### config.mk
export PLATFORM = sky130hd
export DESIGN_NAME = readout_trigger_scheduler
export DESIGN_NICKNAME = d
export VERILOG_FILES = /design/src/rtl/readout_trigger_scheduler.sv
export SDC_FILE = /design/constraint.sdc
export NUM_CORES = 1
export LEC_CHECK = 0
export BUFFER_PORTS_ARGS = -buffer_cell sky130_fd_sc_hd__buf_4
export CAP_MARGIN = 20
export CORE_ASPECT_RATIO = 1.25
export CORE_MARGIN = 3
export CORE_UTILIZATION = 50
export CTS_CLUSTER_SIZE = 12
export DETAILED_ROUTE_END_ITERATION = 10
export GPL_TIMING_DRIVEN = 0
export PLACE_DENSITY = 0.73
export SETUP_SLACK_MARGIN = 0.3
export SYNTH_ARGS = -nofsm -noshare
export SYNTH_HDL_FRONTEND = slang
export SYNTH_SLANG_ARGS = --single-unit
### constraint.sdc
create_clock -name clk -period 9.3 [get_ports clk]
set_clock_uncertainty 0.15 [all_clocks]
set_input_delay 0.465 -clock clk [delete_from_list [all_inputs] [get_ports clk]]
set_output_delay 0.465 -clock clk [all_outputs]
set_load 0.02 [all_outputs]
### src/rtl/readout_trigger_scheduler.sv
// Arbitrates chip, software and periodic triggers into one readout sequencer for the chip/AD9228 path.
// Latency: chip trigger -> evt_start 3 clk (2-FF sync + edge detect + registered FSM output); sw 2 clk.
// Backpressure: requests seen while busy or while downstream_ready is low are dropped and counted, never queued.
//
// Ports:
//   clk, rstn          40 MHz readout clock, async active-low reset
//   trig_from_chip     asynchronous chip trigger (synchronized internally)
//   sw_trig            software trigger level, rising edge requests an event
//   src_enable[2:0]    enables: [0] chip, [1] sw, [2] periodic
//   period             periodic interval in clk cycles (0 = periodic off)
//   holdoff            dead cycles after each readout, sampled when the readout ends
//   downstream_ready   capture sink can accept a new event
//   clear_counters     synchronous clear of accepted/dropped counters
//   read_clk_en        chip read clock gate enable, NUM_DATA cycles per event
//   adc_read_en        AD9228 sample-valid window, NUM_DATA cycles, one cycle behind read_clk_en
//   evt_start/evt_done 1-cycle pulses at event accept / end of readout window
//   evt_source         request bits present in the accepting cycle
//   evt_timestamp      free-running timestamp captured in the accepting cycle
//   busy               sequencer not idle
//   trig_accepted/trig_dropped  saturating event counters
module readout_trigger_scheduler #(
  parameter int NUM_DATA   = 1280,
  parameter int TRIG_CNT_W = 16,
  parameter int PERIOD_W   = 24,
  parameter int HOLDOFF_W  = 16,
  parameter int TS_W       = 32
) (
  input  logic                  clk,
  input  logic                  rstn,
  input  logic                  trig_from_chip,
  input  logic                  sw_trig,
  input  logic [2:0]            src_enable,
  input  logic [PERIOD_W-1:0]   period,
  input  logic [HOLDOFF_W-1:0]  holdoff,
  input  logic                  downstream_ready,
  input  logic                  clear_counters,
  output logic                  read_clk_en,
  output logic                  adc_read_en,
  output logic                  evt_start,
  output logic                  evt_done,
  output logic [2:0]            evt_source,
  output logic [TS_W-1:0]       evt_timestamp,
  output logic                  busy,
  output logic [TRIG_CNT_W-1:0] trig_accepted,
  output logic [TRIG_CNT_W-1:0] trig_dropped
);

  localparam int RCNT_W = $clog2(NUM_DATA + 1);
  localparam logic [RCNT_W-1:0] RCNT_LAST = RCNT_W'(NUM_DATA);

  typedef enum logic [1:0] {
    S_IDLE    = 2'd0,
    S_READ    = 2'd1,
    S_HOLDOFF = 2'd2
  } state_t;

  // Trigger front end
  logic chip_s1_q, chip_s1_d;
  logic chip_s2_q, chip_s2_d;
  logic chip_s3_q, chip_s3_d;
  logic sw_s1_q, sw_s1_d;
  logic sw_s2_q, sw_s2_d;
  logic [PERIOD_W-1:0] pcnt_q, pcnt_d;
  logic chip_rise, sw_rise, per_tick;
  logic [2:0] req;
  logic any_req;

  // Sequencer
  state_t                 state_q, state_d;
  logic [RCNT_W-1:0]      rcnt_q, rcnt_d;
  logic [HOLDOFF_W-1:0]   hcnt_q, hcnt_d;
  logic                   rce_q, rce_d;
  logic                   adc_q, adc_d;
  logic                   start_q, start_d;
  logic                   done_q, done_d;
  logic                   busy_q, busy_d;
  logic [2:0]             src_q, src_d;
  logic [TS_W-1:0]        evts_q, evts_d;
  logic [TS_W-1:0]        ts_q, ts_d;
  logic [TRIG_CNT_W-1:0]  acc_q, acc_d;
  logic [TRIG_CNT_W-1:0]  drop_q, drop_d;
  logic                   acc_inc, drop_inc;

  // Request generation: chip goes through a 2-FF synchronizer, the third
  // flop only provides the previous value for edge detection.
  always_comb begin
    chip_s1_d = trig_from_chip;
    chip_s2_d = chip_s1_q;
    chip_s3_d = chip_s2_q;
    sw_s1_d   = sw_trig;
    sw_s2_d   = sw_s1_q;
    chip_rise = chip_s2_q & ~chip_s3_q;
    sw_rise   = sw_s1_q & ~sw_s2_q;

    // '>=' rather than '==' so that shrinking period below the running
    // count fires on the very next cycle instead of wrapping the counter.
    per_tick = 1'b0;
    pcnt_d   = '0;
    if (src_enable[2] && (period != '0)) begin
      if (pcnt_q >= (period - PERIOD_W'(1))) begin
        per_tick = 1'b1;
      end else begin
        pcnt_d = pcnt_q + PERIOD_W'(1);
      end
    end

    req     = {per_tick, sw_rise, chip_rise} & src_enable;
    any_req = |req;
    ts_d    = ts_q + TS_W'(1);
  end

  // Readout sequencer; all outputs are computed here and registered.
  always_comb begin
    state_d  = state_q;
    rcnt_d   = rcnt_q;
    hcnt_d   = hcnt_q;
    rce_d    = 1'b0;
    adc_d    = 1'b0;
    start_d  = 1'b0;
    done_d   = 1'b0;
    src_d    = src_q;
    evts_d   = evts_q;
    acc_inc  = 1'b0;
    drop_inc = 1'b0;

    case (state_q)
      S_IDLE: begin
        if (any_req) begin
          if (downstream_ready) begin
            start_d = 1'b1;
            src_d   = req;
            evts_d  = ts_q;
            rce_d   = 1'b1;
            rcnt_d  = RCNT_W'(1);
            acc_inc = 1'b1;
            state_d = S_READ;
          end else begin
            drop_inc = 1'b1;
          end
        end
      end

      S_READ: begin
        drop_inc = any_req;
        // adc_read_en trails read_clk_en by one cycle, so the last read
        // clock's sample is still valid in the cycle the gate closes.
        adc_d = 1'b1;
        if (rcnt_q < RCNT_LAST) begin
          rce_d  = 1'b1;
          rcnt_d = rcnt_q + RCNT_W'(1);
        end else begin
          done_d  = 1'b1;
          rcnt_d  = '0;
          hcnt_d  = holdoff;
          state_d = (holdoff == '0) ? S_IDLE : S_HOLDOFF;
        end
      end

      S_HOLDOFF: begin
        drop_inc = any_req;
        if (hcnt_q <= HOLDOFF_W'(1)) begin
          hcnt_d  = '0;
          state_d = S_IDLE;
        end else begin
          hcnt_d = hcnt_q - HOLDOFF_W'(1);
        end
      end

      default: begin
        state_d = S_IDLE;
        rcnt_d  = '0;
        hcnt_d  = '0;
      end
    endcase

    busy_d = (state_d != S_IDLE);
  end

  // Saturating counters; a clear in the same cycle as an increment wins.
  always_comb begin
    acc_d  = acc_q;
    drop_d = drop_q;
    if (clear_counters) begin
      acc_d  = '0;
      drop_d = '0;
    end else begin
      if (acc_inc && !(&acc_q)) begin
        acc_d = acc_q + TRIG_CNT_W'(1);
      end
      if (drop_inc && !(&drop_q)) begin
        drop_d = drop_q + TRIG_CNT_W'(1);
      end
    end
  end

  always_ff @(posedge clk or negedge rstn) begin
    if (!rstn) begin
      chip_s1_q <= 1'b0;
      chip_s2_q <= 1'b0;
      chip_s3_q <= 1'b0;
      sw_s1_q   <= 1'b0;
      sw_s2_q   <= 1'b0;
      pcnt_q    <= '0;
      ts_q      <= '0;
      state_q   <= S_IDLE;
      rcnt_q    <= '0;
      hcnt_q    <= '0;
      rce_q     <= 1'b0;
      adc_q     <= 1'b0;
      start_q   <= 1'b0;
      done_q    <= 1'b0;
      busy_q    <= 1'b0;
      src_q     <= '0;
      evts_q    <= '0;
      acc_q     <= '0;
      drop_q    <= '0;
    end else begin
      chip_s1_q <= chip_s1_d;
      chip_s2_q <= chip_s2_d;
      chip_s3_q <= chip_s3_d;
      sw_s1_q   <= sw_s1_d;
      sw_s2_q   <= sw_s2_d;
      pcnt_q    <= pcnt_d;
      ts_q      <= ts_d;
      state_q   <= state_d;
      rcnt_q    <= rcnt_d;
      hcnt_q    <= hcnt_d;
      rce_q     <= rce_d;
      adc_q     <= adc_d;
      start_q   <= start_d;
      done_q    <= done_d;
      busy_q    <= busy_d;
      src_q     <= src_d;
      evts_q    <= evts_d;
      acc_q     <= acc_d;
      drop_q    <= drop_d;
    end
  end

  assign read_clk_en   = rce_q;
  assign adc_read_en   = adc_q;
  assign evt_start     = start_q;
  assign evt_done      = done_q;
  assign evt_source    = src_q;
  assign evt_timestamp = evts_q;
  assign busy          = busy_q;
  assign trig_accepted = acc_q;
  assign trig_dropped  = drop_q;

endmodule
Word level (Yosys, flattened, before mapping)
Index checks and enable logic that the tools add are counted.

Latch bits: 0. Bits in registers: 162. Memories: 0. Word-level logic and storage cells: 91. Bits in writable memories: 0. Output and inout bits: 72. Memory bits (read-only): 0.

Order comparisons: 3. Equal/unequal tests: 5. Multipliers: 0. Add/sub/neg operators: 7. Bitwise logic cells: 7. Div/mod/pow operators: 0. Mux-type cells: 32. Reduce and logical (&&, ||, !) cells: 18. Shift-type cells: 0.

Operators by type and width (number): 16-bit 2-to-1 mux (6); 24-bit 2-to-1 mux (2); 16-bit one-hot mux with 3 select lines (1); 11-bit 2-to-1 mux (3); 11-bit one-hot mux with 3 select lines (1); 16-bit by 1-bit adder with 16-bit output (second input constant) (2); 32-bit by 1-bit adder with 32-bit output (second input constant) (1); 16-bit AND reduction (2); 24-bit by 1-bit adder with 24-bit output (second input constant) (1); 24-bit greater-or-equal comparator (1); 24-bit nonzero test (1); 24-bit by 1-bit subtractor with 24-bit output (second input constant) (1); 16-bit by 1-bit <= comparator with 1-bit output (second input constant) (1); 16-bit logical NOT (1); 16-bit by 1-bit subtractor with 16-bit output (second input constant) (1); 11-bit by 1-bit adder with 11-bit output (second input constant) (1); 11-bit less-than comparator (second input constant) (1); 1-bit 2-to-1 mux (11); 2-bit 2-to-1 mux (5); 2-bit inequality test (second input constant) (3); 2-bit one-hot mux with 3 select lines (1); 3-bit AND reduction (2); 2-bit nonzero test (3); 1-bit NOT (4); other kinds (11) (16).

Longest topological paths before layout
Gate-level depths: netlist of run 1.

Word-level depth: 11. Depth in mapped cells: 17. Mapped depth without buffers: 16.

Worst setup path after synthesis of run 1
No wires, ideal clock.

Path type: input to register. Start: input period[3]. End: register evts_q[10] (netlist: evt_timestamp[10]). Setup time: 0.125 ns. Stages on the path: 15. Data required time: 9.025 ns. Path slack: 4.946 ns. Path buffers: 2. Arrival: 4.080 ns. Cell sequence: nor3_1 > nand3_1 > nor4_1 > nand2_1 > or3_1 > xor2_1 > ha_1 > and4_1 > a2111oi_0 > o31ai_1 > a21oi_1 > a21o_1 > buf_6 > buf_2 > mux2_2.

Longest elaborated chain between the ends: 7. Elaborated cells on any way between the ends: 9. Classes of those cells: add/sub (1); order compare (1); mux (2); bitwise (1); reduce/logical (4).

Ends and longest elaborated chain: from (decl) (RTL line 33) `input logic [PERIOD_W-1:0] period,`; 24-bit by 1-bit subtractor with 24-bit output (RTL line 100) `if (pcnt_q >= (period - PERIOD_W'(1))) begin`; 24-bit greater-or-equal comparator (RTL line 100); 1-bit 2-to-1 mux (RTL line 100); 1-bit 2-to-1 mux * (RTL line 99) `if (src_enable[2] && (period != '0)) begin`; 3-bit AND * (RTL line 107) `req = {per_tick, sw_rise, chip_rise} & src_enable;`; 3-bit OR reduction * (RTL line 108) `any_req = |req;`; 3-bit AND reduction (no line) *; to (signal assigned) (RTL line 234) `evts_q <= evts_d;`; to (decl) (RTL line 78) `logic [TS_W-1:0] evts_q, evts_d;`.

Mark *: on every way between the ends. The rest lies on a longest branch, timed or not. A chain may end at the register's enable or synchronous reset.

Worst setup path after layout of run 1
Start: input period[3]. End: register src_q[0] (netlist: evt_source[0]).

Longest elaborated chain between the ends: 7. Elaborated cells on any way between the ends: 9. Classes of those cells: add/sub (1); order compare (1); mux (2); bitwise (1); reduce/logical (4).

Ends and longest elaborated chain: 24-bit by 1-bit subtractor with 24-bit output (RTL line 100); 24-bit greater-or-equal comparator (RTL line 100); 1-bit 2-to-1 mux (RTL line 100); 1-bit 2-to-1 mux * (RTL line 99); 3-bit AND * (RTL line 107); 3-bit OR reduction * (RTL line 108); 3-bit AND reduction (no line) *; to (signal assigned) (RTL line 233) `src_q <= src_d;`; to (decl) (RTL line 77) `logic [2:0] src_q, src_d;`.

Marked as above.

==> Implementation_results.wiki, run 1 <==
{| class="wikitable"
! Metric !! Value
|-
| Met2 wire len || between 9000 and 10000 µm
|-
| Routed length per placed instance || about 17 µm
|-
| Startpoint type of the worst setup path || input pin
|-
| Filler cell count || around 1500
|-
| Global-route congestion overflow total || 0
|-
| Number of global-route vias before repair || roughly 7000
|-
| Initial antenna violation count || 0
|-
| Slew of the pin with the lowest slew margin || 1.14 ns
|-
| Clock latency on the worst-skew pair || 0.42 ns
|-
| Met3 Routed Length || between 1000 and 1500 µm
|-
| Worst path cell trace || buf_4, nor3_1, nand3_1, nor4_1, nand2_1, or3_1, xor2_1, ha_1, and4_1, a2111oi_0, o31ai_1, a21oi_1, a21o_1, buf_2, buf_1, o21ai_0
|-
| Origin of the worst setup path || period[3]
|-
| Die Ht || 153 µm
|-
| Async S/R FF share, synth || 1.00
|-
| Endpoint required time on the critical path || around 9.4 ns
|-
| Count of pins on the block boundary || 121
|-
| Hold violation count in the final report || 0
|-
| Syn-to-layout area delta || 21.0%
|-
| Clock edge transition at the registers on the reported setup and hold paths || ~0.060 ns
|-
| DP Area || about 0.01 mm²
|-
| Final-layout setup total negative slack || 0 ns
|-
| Global-route usage over all layers || 0.224
|-
| Class of the worst hold path || input pin to register
|-
| Placer congestion estimate || ~0.9
|-
| DRT Pass-1 Iters || 5
|-
| Total count of max-transition violations in the final report || 0
|-
| Type of the setup path with the least slack || input pin to register
|-
| Worst hold start || holdoff[1]
|-
| Final Setup Violations || 0
|-
| Count of yosys warnings during synthesis || 0
|-
| Unrepaired setup endpoints after global routing || false
|-
| Non-filler instance count after layout || 1250
|-
| Via-per-instance ratio || between 5 and 6
|-
| Final Total Pwr || approximately 2.1 mW
|-
| Post-synth top area share || 0.467
|-
| Post-route cell area || approximately 0.011 mm²
|-
| ANT nets after route || 0
|-
| DIE AREA || 0.0190 mm²
|-
| Post-synth net total || 961
|-
| Number of max-cap violations || 0
|-
| TritonCTS clock tree || built
|-
| Count of nets after finishing || 1103
|-
| Number of buffer cells added on primary ports || 119
|-
| Area of the core region || 0.0169 mm²
|-
| Critical Path AT || between 5 and 6 ns
|-
| Final period demand of the worst path || about 5.5 ns
|-
| Highest metal layer with signal wires || met4
|-
| Flip-flop and latch count after synthesis || 162
|-
| Post-synthesis instance area || slightly below 0.009 mm²
|-
| Global-route wire length before repair || ~34000 µm
|-
| Critical-path top delay cell || sky130_fd_sc_hd__nor4_1
|-
| Maximum fanout encountered on the critical timing path || 10
|-
| Post-synth EDFFs || 0
|-
| Most frequent cell after synthesis || sky130_fd_sc_hd__dfrtp_1
|-
| Met1 wire length || 9160 µm
|-
| Pin count of the biggest net entering global routing || 86
|-
| Worst-case headroom to the max-slew limit || 0.234
|-
| Highest achievable clock rate || roughly 180 MHz
|-
| Period utilisation layout || 0.588
|-
| Category of cells accounting for the largest share of critical-path delay || simple AND/OR/NAND/NOR gates
|-
| Detailed Route WL || 20700 µm
|-
| Number of placement rows || 53
|-
| Critical R2R Launch || pcnt_q[18]
|-
| Diode count || 0
|-
| Most common library cells after synthesis || 162 x sky130_fd_sc_hd__dfrtp_1, 78 x sky130_fd_sc_hd__nand2_1, 72 x sky130_fd_sc_hd__nor2_1
|-
| Root Buffer Master || sky130_fd_sc_hd__clkbuf_16
|-
| Ratio of cells with drive above 1 in the final layout || 0.196
|-
| Num CTS Buffers || 17
|-
| Standby leakage power || around 4.8 nW
|-
| Peak supply drop || roughly 0.12 mV
|-
| Synth area leaders || sky130_fd_sc_hd__dfrtp_1 47%, sky130_fd_sc_hd__ha_1 5.2%, sky130_fd_sc_hd__mux2_2 4.8%
|-
| Total half-perimeter wirelength after legalization and detailed placement || about 15000 µm
|-
| Area leader, netlist || sky130_fd_sc_hd__dfrtp_1
|-
| Part of the Yosys area used for sequential elements || 0.467
|-
| PwrDens || around 200 mW/mm²
|-
| Dpl cells || 1216
|-
| Result of the run || finished clean
|-
| CP endpoint kind || register
|-
| Total number of vias || ~7000
|-
| Buf+Inv Stages, Crit Path || 3
|-
| Clock sink total || ~160
|-
| Post-route DRC || 0
|-
| Mean instance size in the synthesized netlist || approximately 10 µm²
|-
| Distinct cells, synth || 58
|-
| Starting density of the core || 0.514
|-
| CTS Buffer Depth || 2
|-
| Most used flip-flop cell after synthesis || sky130_fd_sc_hd__dfrtp_1
|-
| H-tree levels || 4
|-
| Total of cells resized after clock tree synthesis || 0
|-
| Gate count of the mapped netlist || 876
|-
| Die Span X || 124 µm
|-
| Crit-path max cell delay || a little under 0.9 ns
|-
| Initial detailed-routing violation count || 463
|}
==> report_power, final <==
part / internal [mW] / total [mW] / switching, mW
sequential: 0.766 / 0.829 / 0.0628
combinational: 0.218 / 0.589 / 0.371
clock: 0.410 / 0.696 / 0.286
total: 1.39 / 2.11 / 0.720
==> placed cells by master (no fill, tap or decap), types with 36 or more instances in the layout <==
cell type and n:
sky130_fd_sc_hd__dfrtp_1 162, sky130_fd_sc_hd__buf_4 118, sky130_fd_sc_hd__nand2_1 78, sky130_fd_sc_hd__nor2_1 72, sky130_fd_sc_hd__nand3_1 48, sky130_fd_sc_hd__a21oi_1 42
sky130_fd_sc_hd__xnor2_1 41, sky130_fd_sc_hd__xor2_1 39, sky130_fd_sc_hd__mux2_2 37, sky130_fd_sc_hd__ha_1 36
==> final timing paths <==
path,to,slack (ns),cells past startpoint
setup / recovery,evt_source[0],3.83,16
hold / removal,hcnt_q[1],0.18,3
setup reg to reg,evt_source[0],5.68,9
hold reg to reg,chip_s2_q,0.20,0
max in group asynchronous,trig_accepted[6],7.69,3
min in group asynchronous,pcnt_q[11],0.48,2
==> logic make-up after synthesis <==
logic type,Yosys count,synth area share
AOI/OAI and AO/OA,155,0.118
muxes,39,0.0503
adders and majority gates,36,0.0519
buffers and inverters,57,0.0266
xor gates and xnor gates,80,0.0807
and+or+nand+nor,347,0.206
DFF,162,0.467
==> final cells by class <==
| class | instances | area, µm² | share of cell area |
|---|---|---|---|
| tap | 220 | 275 | 0.0262 |
| multi-input combinational | 657 | 4400 | 0.419 |
| clock inverter | 11 | 131 | 0.0125 |
| timing repair buffer | 123 | 958 | 0.0912 |
| clock buffer | 20 | 457 | 0.0435 |
| sequential | 162 | 4050 | 0.386 |
| buffer | 32 | 138 | 0.0131 |
| inverter | 25 | 93.8 | 0.00893 |
==> what timing repair did <==
item	CTS	global route
buffers inserted	0	0
hold buffers	3	0
hold endpoints to repair	86	0
==> registers in the layout, summed over array words and instances (netlist names) <==
register	count
evt_timestamp	32
ts_q	32
pcnt_q	24
hcnt_q	16
trig_accepted	16
trig_dropped	16
rcnt_q	11
evt_source	3
state_q	2
adc_read_en	1
busy	1
chip_s1_q	1
chip_s2_q	1
chip_s3_q	1
evt_done	1
evt_start	1
read_clk_en	1
sw_s1_q	1
sw_s2_q	1
==> worst reg2reg max path: cells and delay by family, from the launching register on <==
family	cells	cell delay, ns
AO/OA/AOI/OAI	5	1.53
buffers and inverters	2	0.83
flip-flops	1	0.41
adder cells (fa/ha/maj)	1	0.34
AND/OR/NAND/NOR	1	0.21
==> metrics by stage <==
step / util / setup slack (ns) / hold slack, ns
floorplan: - / 4.95 / 0.0194
global placement: 0.583 / 3.57 / 0.184
detailed placement: 0.585 / 3.41 / 0.188
CTS: 0.621 / 3.87 / 0.176
global route: 0.621 / 3.37 / 0.194
finish: 0.621 / 3.83 / 0.185
==> routing by layer <==
layer	vias up	global-route usage
met3	29	0.0581
met2	190	0.352
met1	3423	0.302
met5	-	0
li1	3477	-
met4	0	0.0725
Power figures use the tool's default switching activity.
==> inputs of run 2 (changes only) <==
PLACE_DENSITY = 0.76   (was 0.73)
clock period = 5 ns   (was 9.3 ns; I/O delays follow)
==> Implementation_results.wiki, run 2 (same netlist as run 1, synthesis figures left out) <==
{| class="wikitable"
! Metric !! Value
|-
| Number of placement rows || 53 (unchanged)
|-
| DIE AREA || 0.0190 mm² (unchanged)
|-
| Maximum fanout encountered on the critical timing path || 10 (unchanged)
|-
| Critical R2R Launch || pcnt_q[13]
|-
| Count of pins on the block boundary || 121 (unchanged)
|-
| Routed length per placed instance || 16.7 µm (+1.0%)
|-
| Total count of max-transition violations in the final report || 0 (unchanged)
|-
| Number of max-cap violations || 0 (unchanged)
|-
| Peak supply drop || 0.218 mV (+80%)
|-
| Via-per-instance ratio || 5.78 (+1.6%)
|-
| Worst hold start || holdoff[3]
|-
| Initial antenna violation count || 0 (unchanged)
|-
| Depth of the worst register-to-register path || 9 (unchanged)
|-
| Slack of the critical path || 0.560 ns (-3.27 ns)
|-
| Num CTS Buffers || 17 (unchanged)
|-
| Slew of the pin with the lowest slew margin || 0.684 ns (-0.455 ns)
|-
| Post-route DRC || 0 (unchanged)
|-
| Type of the setup path with the least slack || input pin to register
|-
| PwrDens || 372 mW/mm² (+85%)
|-
| Root Buffer Master || sky130_fd_sc_hd__clkbuf_16
|-
| Pre-CTS setup slack || -0.620 ns (-4.03 ns)
|-
| Worst-case headroom to the max-slew limit || 0.542 (+0.309)
|-
| Period utilisation layout || 0.888
|-
| TritonCTS clock tree || built
|-
| Clock edge transition at the registers on the reported setup and hold paths || 0.06 ns (about the same)
|-
| Placer congestion estimate || 0.863 (-6.7%)
|-
| Diode count || 0 (unchanged)
|-
| Global-route usage over all layers || 0.230 (+0.00604)
|-
| Clock sink total || 162 (unchanged)
|-
| Origin of the worst setup path || period[3]
|-
| Initial detailed-routing violation count || 567 (+22%)
|-
| Die Span X || 124 µm (unchanged)
|-
| H-tree levels || 4 (unchanged)
|-
| Count of nets after finishing || 1113 (+0.91%)
|-
| Starting density of the core || 0.514 (unchanged)
|-
| Highest achievable clock rate || between 200 and 250 MHz
|-
| Number of cells on the worst hold path || 3 (unchanged)
|-
| Detailed Route WL || 21100 µm (+1.8%)
|-
| Ratio of cells with drive above 1 in the final layout || 0.197 (+0.000999)
|-
| Number of buffer cells added on primary ports || 119 (unchanged)
|-
| Critical-path top delay cell || sky130_fd_sc_hd__a21oi_1
|-
| Unrepaired setup endpoints after global routing || false
|-
| DP Area || 0.00989 mm² (unchanged)
|-
| Final-layout setup total negative slack || 0 ns (unchanged)
|-
| Number of global-route vias before repair || 7222 (+3.9%)
|-
| Commonest cells after routing, fill and taps aside || 162 x sky130_fd_sc_hd__dfrtp_1, 118 x sky130_fd_sc_hd__buf_4, 78 x sky130_fd_sc_hd__nand2_1, 72 x sky130_fd_sc_hd__nor2_1, 48 x sky130_fd_sc_hd__nand3_1
|-
| Total half-perimeter wirelength after legalization and detailed placement || 15000 µm (-0.25%)
|-
| Hold violation count in the final report || 0 (unchanged)
|-
| Final Total Pwr || 3.95 mW (+87%)
|-
| Syn-to-layout area delta || 22.4%
|-
| Dpl cells || 1216 (unchanged)
|-
| CTS Buffer Depth || 2 (unchanged)
|-
| Result of the run || finished clean
|-
| Flop-to-flop setup slack || 1.50 ns (-4.18 ns)
|-
| Die Ht || 153 µm (unchanged)
|-
| Most frequent standard cell in the layout excluding fill and tap cells || sky130_fd_sc_hd__dfrtp_1
|-
| Clock latency on the worst-skew pair || 0.42 ns (about the same)
|-
| Filler cell count || 1436 (-1.7%)
|-
| Total number of vias || 7288 (+2.4%)
|-
| Final Setup Violations || 0 (unchanged)
|-
| Final period demand of the worst path || 4.44 ns
|-
| Crit-path max cell delay || 0.43 ns (-0.46 ns)
|-
| Global-route congestion overflow total || 0 (unchanged)
|-
| Multi-input combinational cell area || 0.00442 mm² (+0.34%)
|-
| CP endpoint kind || register
|-
| Startpoint type of the worst setup path || input pin
|-
| WHS Endpoint || hcnt_q[3]
|-
| ANT nets after route || 0 (unchanged)
|-
| Worst path cell trace || buf_4, nor3_1, nand3_1, nor4_4, nand2_1, or3_1, xor2_1, ha_1, and4_1, a2111oi_0, o31ai_1, a21oi_1, a21o_1, buf_6, buf_2, mux2_2
|-
| Pin count of the biggest net entering global routing || 86 (unchanged)
|-
| Post-route cell area || 0.0106 mm² (+1.2%)
|-
| Non-filler instance count after layout || 1260 (+0.80%)
|-
| Endpoint required time on the critical path || 5.15 ns (-4.26 ns)
|-
| Destination of the worst register-to-register timing path || trig_dropped[5]
|-
| Sequential Area || 0.00405 mm² (unchanged)
|-
| Standby leakage power || 4.80 nW (+0.93%)
|-
| Critical Path AT || 4.59 ns (-0.99 ns)
|-
| DRT Pass-1 Iters || 5 (unchanged)
|-
| Global-route wire length before repair || 35100 µm (+3.1%)
|-
| Class of the worst hold path || input pin to register
|-
| Final cell utilization of the core || 0.629 (+0.00733)
|-
| Area of the core region || 0.0169 mm² (unchanged)
|-
| Worst hold margin || 0.0123 ns (-0.172 ns)
|}
==> run 2: cell count changes in the layout (fill, tap and decap cells not counted) <==
| cell | delta |
|---|---|
| sky130_fd_sc_hd__clkbuf_8 | +1 |
| sky130_fd_sc_hd__nor4_4 | +1 |
| sky130_fd_sc_hd__clkinvlp_4 | +2 |
| sky130_fd_sc_hd__dlygate4sd3_1 | +10 |
| sky130_fd_sc_hd__inv_6 | +1 |
| sky130_fd_sc_hd__clkbuf_1 | -1 |
| sky130_fd_sc_hd__nor4_1 | -1 |
| sky130_fd_sc_hd__buf_2 | +1 |
| sky130_fd_sc_hd__clkinv_4 | -3 |
| sky130_fd_sc_hd__buf_1 | -1 |
==> run 2: how the worst max path moves through the flow <==
stage | to | slack [ns] | cells past startpoint
2_1_floorplan | evt_timestamp[10] | 0.86 | 15
3_3_place_gp | evt_timestamp[0] | -0.54 | 16
3_5_place_dp | evt_timestamp[0] | -0.62 | 16
4_1_cts | evt_timestamp[10] | 0.48 | 16
5_1_grt | trig_dropped[5] | 0.35 | 17
6_report | evt_timestamp[11] | 0.56 | 16
==> run 2: cell type report <==
type,count,area share
clock inverters,11,0.0121
inverters,25,0.00883
repair buffers,133,0.0996
multi-input cells,657,0.415
well taps,220,0.0259
clock buffers,20,0.0439
flip-flops and latches,162,0.381
plain buffers,32,0.0131
==> run 2: worst max-delay path: cells and delay by family <==
kind	cells	cell delay, ns
simple gates	6	1.62
compound gates	4	1.32
buf+inv	3	0.56
mux	1	0.37
fa+ha+maj	1	0.30
xor+xnor	1	0.17
==> run 2: report_power, final <==
group | total [mW] | internal, mW | leakage (nW) | switching [mW]
clock | 1.31 | 0.775 | 0.277 | 0.533
combinational | 1.11 | 0.410 | 2.31 | 0.697
sequential | 1.54 | 1.42 | 2.21 | 0.113
total | 3.95 | 2.61 | 4.80 | 1.34
==> run 2: per-layer routing <==
metal / wire length [µm] / up-vias / part of all wire / track usage
met5: 0 / - / 0 / 0
met4: 528 / 0 / 0.025 / 0.0819
met1: 9110 / 3531 / 0.43 / 0.297
met3: 1370 / 46 / 0.065 / 0.0699
li1: - / 3501 / - / -
met2: 10100 / 210 / 0.48 / 0.364
==> run 2: what timing repair did <==
action,4_1_cts,5_1_grt
endpoints found under the setup margin,45,50
endpoints found under the hold margin,89,0
pin swaps,0,0
hold buffers,13,0
resized for setup,2,1
buffers inserted,0,0
